[config.mk]
export PLATFORM = sky130hd
export DESIGN_NAME = prefix_add_sequencer
export DESIGN_NICKNAME = d
export VERILOG_FILES = /design/src/rtl/prefix_seq_pkg.sv /design/src/rtl/prefix_level_row.sv /design/src/rtl/prefix_add_sequencer.sv
export SDC_FILE = /design/constraint.sdc
export NUM_CORES = 1
export LEC_CHECK = 0
export ABC_AREA = 1
export CAP_MARGIN = 20
export CORE_ASPECT_RATIO = 1.75
export CORE_MARGIN = 1.5
export CORE_UTILIZATION = 40
export DETAILED_ROUTE_END_ITERATION = 8
export PLACE_DENSITY = 0.61
export SYNTH_ARGS = -nofsm -noshare
export SYNTH_HDL_FRONTEND = slang
export SYNTH_HIERARCHICAL = 1
export SYNTH_SLANG_ARGS = --single-unit
export TNS_END_PERCENT = 20
[constraint.sdc]
create_clock -name clk -period 2.44 [get_ports clk]
set_input_delay 0.488 -clock clk [delete_from_list [all_inputs] [get_ports clk]]
set_output_delay 0.488 -clock clk [all_outputs]
set_load 0.01 [all_outputs]
[src/rtl/prefix_seq_pkg.sv]
// Shared types and constants for the iterative prefix-adder sequencer.
package prefix_seq_pkg;

    typedef enum logic [1:0] {
        IDLE   = 2'd0,
        PREFIX = 2'd1,
        SUM    = 2'd2,
        DONE   = 2'd3
    } prefixState_e;

    // Holds level indices 0..5, enough for WIDTH up to 64.
    localparam int LVL_W = 3;

    function automatic int clog2(input int value);
        int r;
        r = 0;
        for (int v = value - 1; v > 0; v = v >> 1) begin
            r++;
        end
        return r;
    endfunction

endpackage

[src/rtl/prefix_level_row.sv]
// One Kogge-Stone level of group generate/propagate cells, span selected at run time.
module prefix_level_row
    import prefix_seq_pkg::*;
#(
    parameter int WIDTH = 16
) (
    input  logic [WIDTH-1:0] g,
    input  logic [WIDTH-1:0] p,
    input  logic [LVL_W-1:0] lvl,
    output logic [WIDTH-1:0] gNext,
    output logic [WIDTH-1:0] pNext
);

    int spanInt;
    logic [WIDTH-1:0] gShift;
    logic [WIDTH-1:0] pShift;

    // Below 2*span the lower group already reaches bit 0, so only G needs combining (gray cell).
    always_comb begin
        spanInt = 1 << lvl;
        gShift  = g << spanInt;
        pShift  = p << spanInt;
        gNext   = g;
        pNext   = p;
        for (int i = 0; i < WIDTH; i++) begin
            if (i >= spanInt) begin
                gNext[i] = g[i] | (p[i] & gShift[i]);
                if (i >= 2 * spanInt) begin
                    pNext[i] = p[i] & pShift[i];
                end
            end
        end
    end

endmodule

[src/rtl/prefix_add_sequencer.sv]
// Iterative parallel-prefix adder: one Kogge-Stone level per clock, result held until taken.
// Optional macro PREFIX_SEQ_BACK_TO_BACK_EN lets a new add be accepted on the retire edge.
module prefix_add_sequencer
    import prefix_seq_pkg::*;
#(
    parameter int WIDTH = 16
) (
    input  logic             clk,
    input  logic             rst,
    input  logic             in_valid,
    output logic             in_ready,
    input  logic [WIDTH-1:0] a,
    input  logic [WIDTH-1:0] b,
    input  logic             cin,
    output logic             out_valid,
    input  logic             out_ready,
    output logic [WIDTH-1:0] sum,
    output logic             cout,
    output logic             busy
);

    localparam int LOG2W = clog2(WIDTH);
    localparam logic [LVL_W-1:0] LAST_LVL = LVL_W'(LOG2W - 1);

    prefixState_e     state;
    logic [LVL_W-1:0] lvl;
    logic [WIDTH-1:0] gReg;
    logic [WIDTH-1:0] pReg;
    logic [WIDTH-1:0] p0Reg;
    logic [WIDTH-1:0] gNext;
    logic [WIDTH-1:0] pNext;
    logic [WIDTH-1:0] gInit;
    logic             cinReg;
    logic             accept;

    // Fold carry-in into bit 0 so the prefix tree needs no separate carry path.
    always_comb begin
        gInit    = a & b;
        gInit[0] = (a[0] & b[0]) | ((a[0] ^ b[0]) & cin);
    end

`ifdef PREFIX_SEQ_BACK_TO_BACK_EN
    assign in_ready = ~rst & ((state == IDLE) | ((state == DONE) & out_ready));
`else
    assign in_ready = ~rst & (state == IDLE);
`endif

    assign accept = in_valid & in_ready;
    assign busy   = (state == PREFIX) | (state == SUM);

    prefix_level_row #(.WIDTH(WIDTH)) uRow (
        .g     (gReg),
        .p     (pReg),
        .lvl   (lvl),
        .gNext (gNext),
        .pNext (pNext)
    );

    always_ff @(posedge clk or posedge rst) begin
        if (rst) begin
            state     <= IDLE;
            lvl       <= '0;
            gReg      <= '0;
            pReg      <= '0;
            p0Reg     <= '0;
            cinReg    <= 1'b0;
            sum       <= '0;
            cout      <= 1'b0;
            out_valid <= 1'b0;
        end else begin
            case (state)
                PREFIX: begin
                    gReg <= gNext;
                    pReg <= pNext;
                    if (lvl == LAST_LVL) begin
                        lvl   <= '0;
                        state <= SUM;
                    end else begin
                        lvl <= lvl + 1'b1;
                    end
                end
                SUM: begin
                    sum       <= p0Reg ^ {gReg[WIDTH-2:0], cinReg};
                    cout      <= gReg[WIDTH-1];
                    out_valid <= 1'b1;
                    state     <= DONE;
                end
                DONE: begin
                    if (out_ready) begin
                        out_valid <= 1'b0;
                        state     <= IDLE;
                    end
                end
                default: ;
            endcase
            // Accept can only fire in IDLE or on the retire edge, so it overrides the DONE exit.
            if (accept) begin
                gReg   <= gInit;
                pReg   <= a ^ b;
                p0Reg  <= a ^ b;
                cinReg <= cin;
                lvl    <= '0;
                state  <= PREFIX;
            end
        end
    end

endmodule

[Word level (Yosys, flattened, before mapping)]
Index checks and enable logic that the tools add are counted.
Storage, ports and cells
  word-level logic and storage cells: 272
  register bits: 72
  input port bits: 37
  output and inout port bits: 20
Operators by class
  order comparisons: 32
  mux-type cells: 61
  add/sub/neg operators: 1
  eq/ne operators: 7
  shift operators: 3
  reductions and logical operators: 70
  bitwise logic cells: 59
Operators by type and width (number)
  5-bit by 32-bit >= comparator with 1-bit output, first input constant: 16
  4-bit by 32-bit >= comparator with 1-bit output, first input constant: 8
  3-bit by 32-bit >= comparator with 1-bit output, first input constant: 4
  2-bit nonzero test: 34
  1-bit by 32-bit >= comparator with 1-bit output, first input constant: 2
  2-bit by 32-bit >= comparator with 1-bit output, first input constant: 2
  16-bit two-way mux: 4
  16-bit by 32-bit left shift with 16-bit output: 2
  3-bit AND reduction: 17
  1-bit two-way mux: 49
  1-bit bitwise AND: 36
  2-bit AND reduction: 17
  1-bit by 3-bit left shift with 32-bit output, first input constant: 1
  16-bit bitwise XOR: 2
  1-bit OR: 18
  16-bit bitwise AND: 1
  3-bit two-way mux: 3
  2-bit two-way mux: 3
  2-bit case mux with 3 select lines: 1
  2-bit == test, second input constant: 2
  4-bit nonzero test: 1
  3-bit by 1-bit adder with 3-bit output, second input constant: 1
  3-bit by 2-bit == test with 1-bit output, second input constant: 1
  3-bit by 2-bit != test with 1-bit output, second input constant: 1
  other kinds (7): 7

[Logic depth before layout (Yosys ltp)]
Gate-level depths: netlist (run 1).
  depth in word-level cells: 7
  depth in mapped cells: 15
  depth with buffers taken out: 13

[By module]
Netlist (run 1), hierarchy kept.
By module, submodules not included
  prefix_add_sequencer: cells an instance 398, area each 3530.9 sq um, times used 1, sequential area each 1801.7 sq um
  prefix_level_row: cells an instance 325, area each 1536.5 sq um, times used 1, sequential area each 0.0 sq um

[Worst setup path before layout (run 1)]
No wires, ideal clock.
  path kind: input to register
  start: in rst
  end: reg gReg[4]
  cell stages on the path: 7
  data arrival time: 2.091 ns
  library setup time: 0.124 ns
  data required time: 2.316 ns
  slack: 0.225 ns
  cells stage by stage: inv_2 nand3_4 nand2_4 inv_2 buf_4 nand2_1 nand3_1
On the way
  word-level cells in the longest chain between the ends: 5
  elaborated cells between the ends (all ways): 7
  those cells by class: 1 x mux; 3 x bitwise; 3 x reduce/logical
RTL lines
  start: declaration: RTL line prefix_add_sequencer.sv:9  | input logic rst,
  1-bit NOT *: RTL line prefix_add_sequencer.sv:45  | assign in_ready = ~rst & (state == IDLE);
  1-bit bitwise AND *: RTL line prefix_add_sequencer.sv:45
  1-bit bitwise AND *: RTL line prefix_add_sequencer.sv:48  | assign accept = in_valid & in_ready;
  2-bit nonzero test (no line)
  2-bit AND reduction (no line)
  end signal: assignment: RTL line prefix_add_sequencer.sv:73  | gReg <= gNext;
  end signal: assignment: RTL line prefix_add_sequencer.sv:98  | gReg <= gInit;
  end: declaration: RTL line prefix_add_sequencer.sv:27  | logic [WIDTH-1:0] gReg;
Mark *: on every way between the ends. The rest lies on a longest branch, timed or not.
A chain may end at the register's enable or synchronous reset.

[Worst setup path after layout (run 1)]
  start: reg state[0]
  end: out in_ready
On the way
  word-level cells in the longest chain between the ends: 2
RTL lines
  start: declaration: RTL line prefix_add_sequencer.sv:25  | prefixState_e state;
  start signal: assignment: RTL line prefix_add_sequencer.sv:61  | state <= IDLE;
  start signal: assignment: RTL line prefix_add_sequencer.sv:77  | state <= SUM;
  start signal: assignment: RTL line prefix_add_sequencer.sv:86  | state <= DONE;
  2-bit logical NOT: RTL line prefix_add_sequencer.sv:45
  1-bit bitwise AND: RTL line prefix_add_sequencer.sv:45
  end: declaration: RTL line prefix_add_sequencer.sv:11  | output logic in_ready,
Every way passes these cells.

==> results of run 1 <==
## Yosys cell counts
cell	count
a211oi_1	2
a21boi_0	1
a21boi_1	1
a21o_1	1
a21oi_1	15
a31oi_1	1
buf_1	1
buf_2	8
buf_4	10
buf_6	5
clkbuf_1	12
clkbuf_2	1
clkinv_1	1
dfrtp_1	72
ha_1	23
inv_1	79
inv_2	11
nand2_1	223
nand2_2	2
nand2_4	2
nand3_1	96
nand3_4	1
nand4_1	25
nor2_1	11
nor2_2	3
nor2_4	2
o211ai_1	4
o21ai_0	73
o21ai_1	1
o21ai_2	1
o21ai_4	1
o22ai_1	1
o2bb2ai_1	1
o41ai_1	1
or2_0	7
or2_1	2
or2_2	6
xnor2_1	16
## logic make-up after synthesis
group                    count (synthesis)
XOR/XNOR                                16
buffers and inverters                  128
flip-flops                              72
adder cells (fa/ha/maj)                 23
AND/OR/NAND/NOR                        380
AO/OA/AOI/OAI                          104
## how the worst max path moves through the flow
stage	to	cells after the start	slack, ns	start
2_1_floorplan	gReg[4]	7	0.22	rst
3_3_place_gp	in_ready	3	0.37	rst
3_5_place_dp	in_ready	3	0.37	rst
4_1_cts	in_ready	5	0.13	state[0]
5_1_grt	in_ready	5	0.03	state[0]
6_report	in_ready	5	0.15	state[0]
## layout make-up
| cell class | instances | area [sq um] | share of cell area |
|---|---|---|---|
| tap | 168 | 210 | 0.0344 |
| sequential | 72 | 1800 | 0.295 |
| clock inverter | 4 | 27.5 | 0.00450 |
| clock buffer | 12 | 256 | 0.0419 |
| multi-input combinational | 523 | 2700 | 0.441 |
| timing repair buffer | 80 | 778 | 0.127 |
| inverter | 91 | 342 | 0.0559 |
## through the flow
step                cell area (sq um)  instances   util  worst slack (ns)
floorplan                        5070        723      -             0.225
global placement                 5830        934  0.469             0.366
detailed placement               5830        934  0.469             0.372
CTS                              6110        950  0.492             0.128
global route                     6110        950  0.492            0.0325
finish                           6110        950  0.492             0.148
## critical path: stages (launching register included)
cell	delay [ns]
dfrtp_1	0.44
inv_1	0.11
ha_1	0.24
inv_1	0.05
nor2_1	0.08
clkdlybuf4s50_1	0.54
## state kept, by name, summed over array words and instances (netlist names)
register / count
p0Reg: 16
gReg: 16
cinReg: 1
state: 2
sum: 16
pReg: 16
out_valid: 1
lvl: 3
cout: 1
## metal layers
metal  track usage  part of all wire
met3        0.0331             0.039
met2         0.409              0.49
met4         0.136             0.054
met5             0                 0
met1         0.327              0.42
## power groups by stage
| stage | Sequential (uW) | Combinational, uW | Clock, uW |
|---|---|---|---|
| 4_1_cts | 2340 | 5330 | 1260 |
| 5_1_grt | 2420 | 6030 | 1310 |
| 3_3_place_gp | 2350 | 5300 | 0 |
| 2_1_floorplan | 2220 | 3680 | 0 |
| 3_5_place_dp | 2360 | 5290 | 0 |
| 6_report | 2350 | 5370 | 1240 |
==> results.md, run 1 <==
- Final #Nets: 837
- Initial core utilization: 0.408
- CP arrival: 1.80 ns
- Overall fraction of global-route tracks in use: 0.255
- Yosys warnings: 6
- Sw Share: 0.486
- Actual slew at the worst max-slew pin: 0.925 ns
- First-pass GRT wire length: about 26000 microns
- Relative slew slack: 0.383
- PwrDens: 1460 nW/um^2
- Core Box Area: roughly 12000 sq um
- Most frequent cells in the layout: nand2_1, nand3_1, inv_1, o21ai_0, dfrtp_1
- Net Sw Power: 4350 uW
- Detail Route Antenna Nets: 0
- Crit Path Max Fanout: 6
- Layout cells sized above 1: 0.0870
- Synth-to-layout area growth: 20.7%
- Synthesized Nets: 783
- Worst Hold Class: reg -> reg
- Overall Power: about 9000 uW
- Hold EP: cout
- Via density: around 5.3
- Clock transition at path regs: 0.06 ns
- DIE HEIGHT: 152 microns
- Synthesized-area fraction occupied by adder cells: 0.0568
- Sequential share of power: 0.262
- DRC viols: 0
- Combinational family with the most area after synthesis: simple AND/OR/NAND/NOR gates
- TNS Setup: 0 ns
- H-tree levels: 3
- Tcrit/Tclk final: 0.939
- Worst reg2reg startpoint: lvl[1]
- Synth Area in XOR/XNOR: 0.0277
- GRT overflow: 0
- Longest Clk Path Bufs: 2
- Mux share of post-synthesis cell area: 0
- Die area: 13400 sq um
- Post-CTS setup buffers: 0
- Root Buffer: clkbuf_16
- Die Wd: ~88 microns
- F_max: 0.436 GHz
- Most common cell after layout, fill and taps aside: nand2_1
- Boundary pin count: 57
- Cts repair resizes: 0
- CP endpoint kind: primary output
- Largest area contributor in the netlist: dfrtp_1
- Reg-to-Reg End: pReg[11]
- Hold violation count in the final report: 0
- Distinct cells, synth: 38
- P_leak: 0.00310 uW
- Later-pin clock latency in the skew report: 0.33 ns
- Status: completed
- Internal: 4600 uW
- Vias in the first global route: roughly 5000
- Post-synth top area share: 0.356
- CTS buffer count: 9
- Iteration count of the initial detailed-routing pass: 5
- # clock sinks: 72
- Routability cong.: 0.964
- Setup Viol. Count Final: 0
- Hold_sp: cout
- Antenna violations before repair: 0
- Clock power share: 0.138
- Synth area leaders: dfrtp_1, nand2_1, nand3_1
- Filler cells: 1277
- Compound-cell area share of the yosys netlist: 0.112
- N_diodes: 0
- CP required: 1.95 ns
- CP startpoint kind: flop
- Max_cap viols: 0
- Minimum clock period: 2.29 ns
- Reg-to-reg slack, setup: around 0.35 ns
- Maximum VDD drop: 0.772 mV
- Fin Hold WS: approximately 0.47 ns
- Hold_buf cts: 0
- Input/output buffers: between 50 and 60
- TritonCTS clock tree: built
- Cell Area, Synth: roughly 5100 sq um
- RSZ-0062 raised after global routing: no
- Worst Hold Path Cells: 2
- Rows: 54
- Wire per inst: between 15 and 20 microns
- Post-synthesis simple-gate area fraction: 0.336
- Detailed Route Iter0 Violations: approximately 370
- Cell depth of the worst flop-to-flop path: 13
- Detail Placement HPWL: 12300 microns
- Pin count of the biggest net entering global routing: 73
- Post-Route WL: ~16000 microns
- Syn avg cell area: between 7 and 8 sq um
- Synth Register Bits: 72
- Crit Path Class: reg -> out
- Cell count after synthesis: 723
- Vias: 5032
- Clock skew: 0.00722 ns
- Sequential share of the synthesized area: 0.356
- Comb pwr share: 0.599
- Slew Viols, Final: 0
Note: power is estimated with default switching activity, not from simulation.
==> run 2: changes to the inputs <==
- CORE_UTILIZATION: 40 -> 45
- PLACE_DENSITY: 0.61 -> 0.67
==> results.md, run 2 (synthesis gave the netlist of run 1 again) <==
- CP required: 1.95 ns
- Core Box Area: between 10000 and 15000 sq um
- Slew Viols, Final: 0
- Hold violation count in the final report: 0
- Max_cap viols: 0
- N_diodes: 0
- Placed Instances: roughly 900
- Minimum clock period: 2.30 ns
- Final #Nets: 838
- Overall Power: 9100 uW
- First-pass GRT wire length: 26200 microns
- Die area: 11900 sq um
- Post-Route WL: roughly 17000 microns
- Later-pin clock latency in the skew report: 0.33 ns
- Root Buffer: clkbuf_16
- Clock skew: 0.00811 ns
- CP startpoint kind: flop
- Finished Layout Cells: 915
- F_max: 0.436 GHz
- Synth-to-layout area growth: 20.2%
- Initial core utilization: 0.459
- RSZ-0062 raised after global routing: no
- Pin count of the biggest net entering global routing: 73
- CP bufs+invs: 3
- Worst Hold Class: reg -> reg
- Detail Route Antenna Nets: 0
- Clock transition at path regs: 0.05 ns
- Slowest cell on crit path: clkdlybuf4s50_1
- Layout cells sized above 1: 0.0881
- Post-CTS setup buffers: 0
- # clock sinks: slightly above 70
- TNS Setup: 0 ns
- Multi-input logic area: 2700 sq um
- Status: completed
- PwrDens: 1490 nW/um^2
- Antenna violations before repair: 0
- CTS buffer count: 9
- Die Wd: 83.2 microns
- Crit path max-delay family: buffers and inverters
- Vias in the first global route: 4928
- CP endpoint kind: primary output
- TritonCTS clock tree: built
- GRT overflow: 0
- Input/output buffers: 56
- Vias: between 5000 and 6000
- Most frequent cells in the layout: nand2_1, nand3_1, inv_1, o21ai_0, dfrtp_1
- Setup Viol. Count Final: 0
- Final core occ: 0.552
- Relative slew slack: 0.394
- H-tree levels: 3
- Longest Clk Path Bufs: 2
- Tcrit/Tclk final: 0.941
- Wire per inst: between 15 and 20 microns
- Overall fraction of global-route tracks in use: 0.286
- Maximum VDD drop: 0.965 mV
- Rows: 51
- Routability cong.: 0.966
- Actual slew at the worst max-slew pin: 0.909 ns
- Crit Path Class: reg -> out
- Largest stage delay, worst path: 0.53 ns
- Most common cell after layout, fill and taps aside: nand2_1
- Iteration count of the initial detailed-routing pass: 6
- Cts repair resizes: 0
- DIE HEIGHT: 143 microns
- Worst path most repeated cell: inv_1
- CP arrival: 1.81 ns
- Boundary pin count: 57
- Crit Path Max Fanout: 6
- Crit-path cells: inv_1, ha_1, inv_1, nor2_1, clkdlybuf4s50_1
- DRC viols: 0
- Hold_buf cts: 0
- Register area: 1800 sq um
- Detailed Route Iter0 Violations: 322
- Via density: 5.53
- Filler cells: approximately 1100
- P_leak: around 0.0031 uW
- Detail Placement HPWL: 12700 microns
## run 2: cell count changes in the layout (fill, tap and decap cells not counted)
cell,change
inv_6,-1
clkbuf_8,-1
buf_4,+1
clkinvlp_4,+1
bufinv_16,+1
## run 2: area by class of cell
class	instances	share of cell area
Multi-Input combinational cell	523	0.443
Clock buffer	11	0.0398
Timing Repair Buffer	81	0.129
Sequential cell	72	0.296
Inverter	91	0.0561
Clock inverter	5	0.00924
Tap cell	132	0.0271
## run 2: worst min-delay path, cell delays in order, from the launching register on
cell and delay, ns:
dfrtp_1 0.34, nand2_1 0.05, nand2_1 0.05
## run 2: power breakdown
group	switching, uW	internal (uW)	total, uW
Clock	504	817	1320
Sequential	601	1760	2360
Combinational	3340	2080	5420
Total	4440	4660	9100
## run 2: per-layer routing
| layer | vias to the layer above | track usage | wire length (microns) |
|---|---|---|---|
| met5 | - | 0 | 0 |
| met3 | 50 | 0.0287 | 784 |
| met4 | 0 | 0.194 | 949 |
| li1 | 2453 | - | - |
| met2 | 189 | 0.478 | 8090 |
| met1 | 2365 | 0.348 | 6900 |
## run 2: metrics by stage
step	hold WS (ns)	area, sq um	setup slack (ns)
final	0.470	6090	0.144
after global routing	0.516	6090	0.0402
after CTS	0.472	6090	0.131
after detailed placement	0.459	5790	0.365
after global placement	0.459	5790	0.349
after floorplan	0.468	5070	0.225
## run 2: worst paths after layout
check                      slack [ns]  startpoint       end  cells after the start
hold / removal                   0.47        cout      cout                      2
hold reg to reg                  0.47        cout      cout                      2
setup / recovery                 0.14    state[0]  in_ready                      5
setup reg to reg                 0.33      lvl[1]  gReg[14]                     13
min in group asynchronous        0.86         rst  gReg[15]                      3
max in group asynchronous        1.00         rst  p0Reg[3]                      3
==> run 3: changes to the inputs <==
- CAP_MARGIN: 20 -> not set
- SKIP_LAST_GASP: not set -> 1
==> results of run 3 <==
The final DEF is identical to that of run 2; final timing and power are the same.
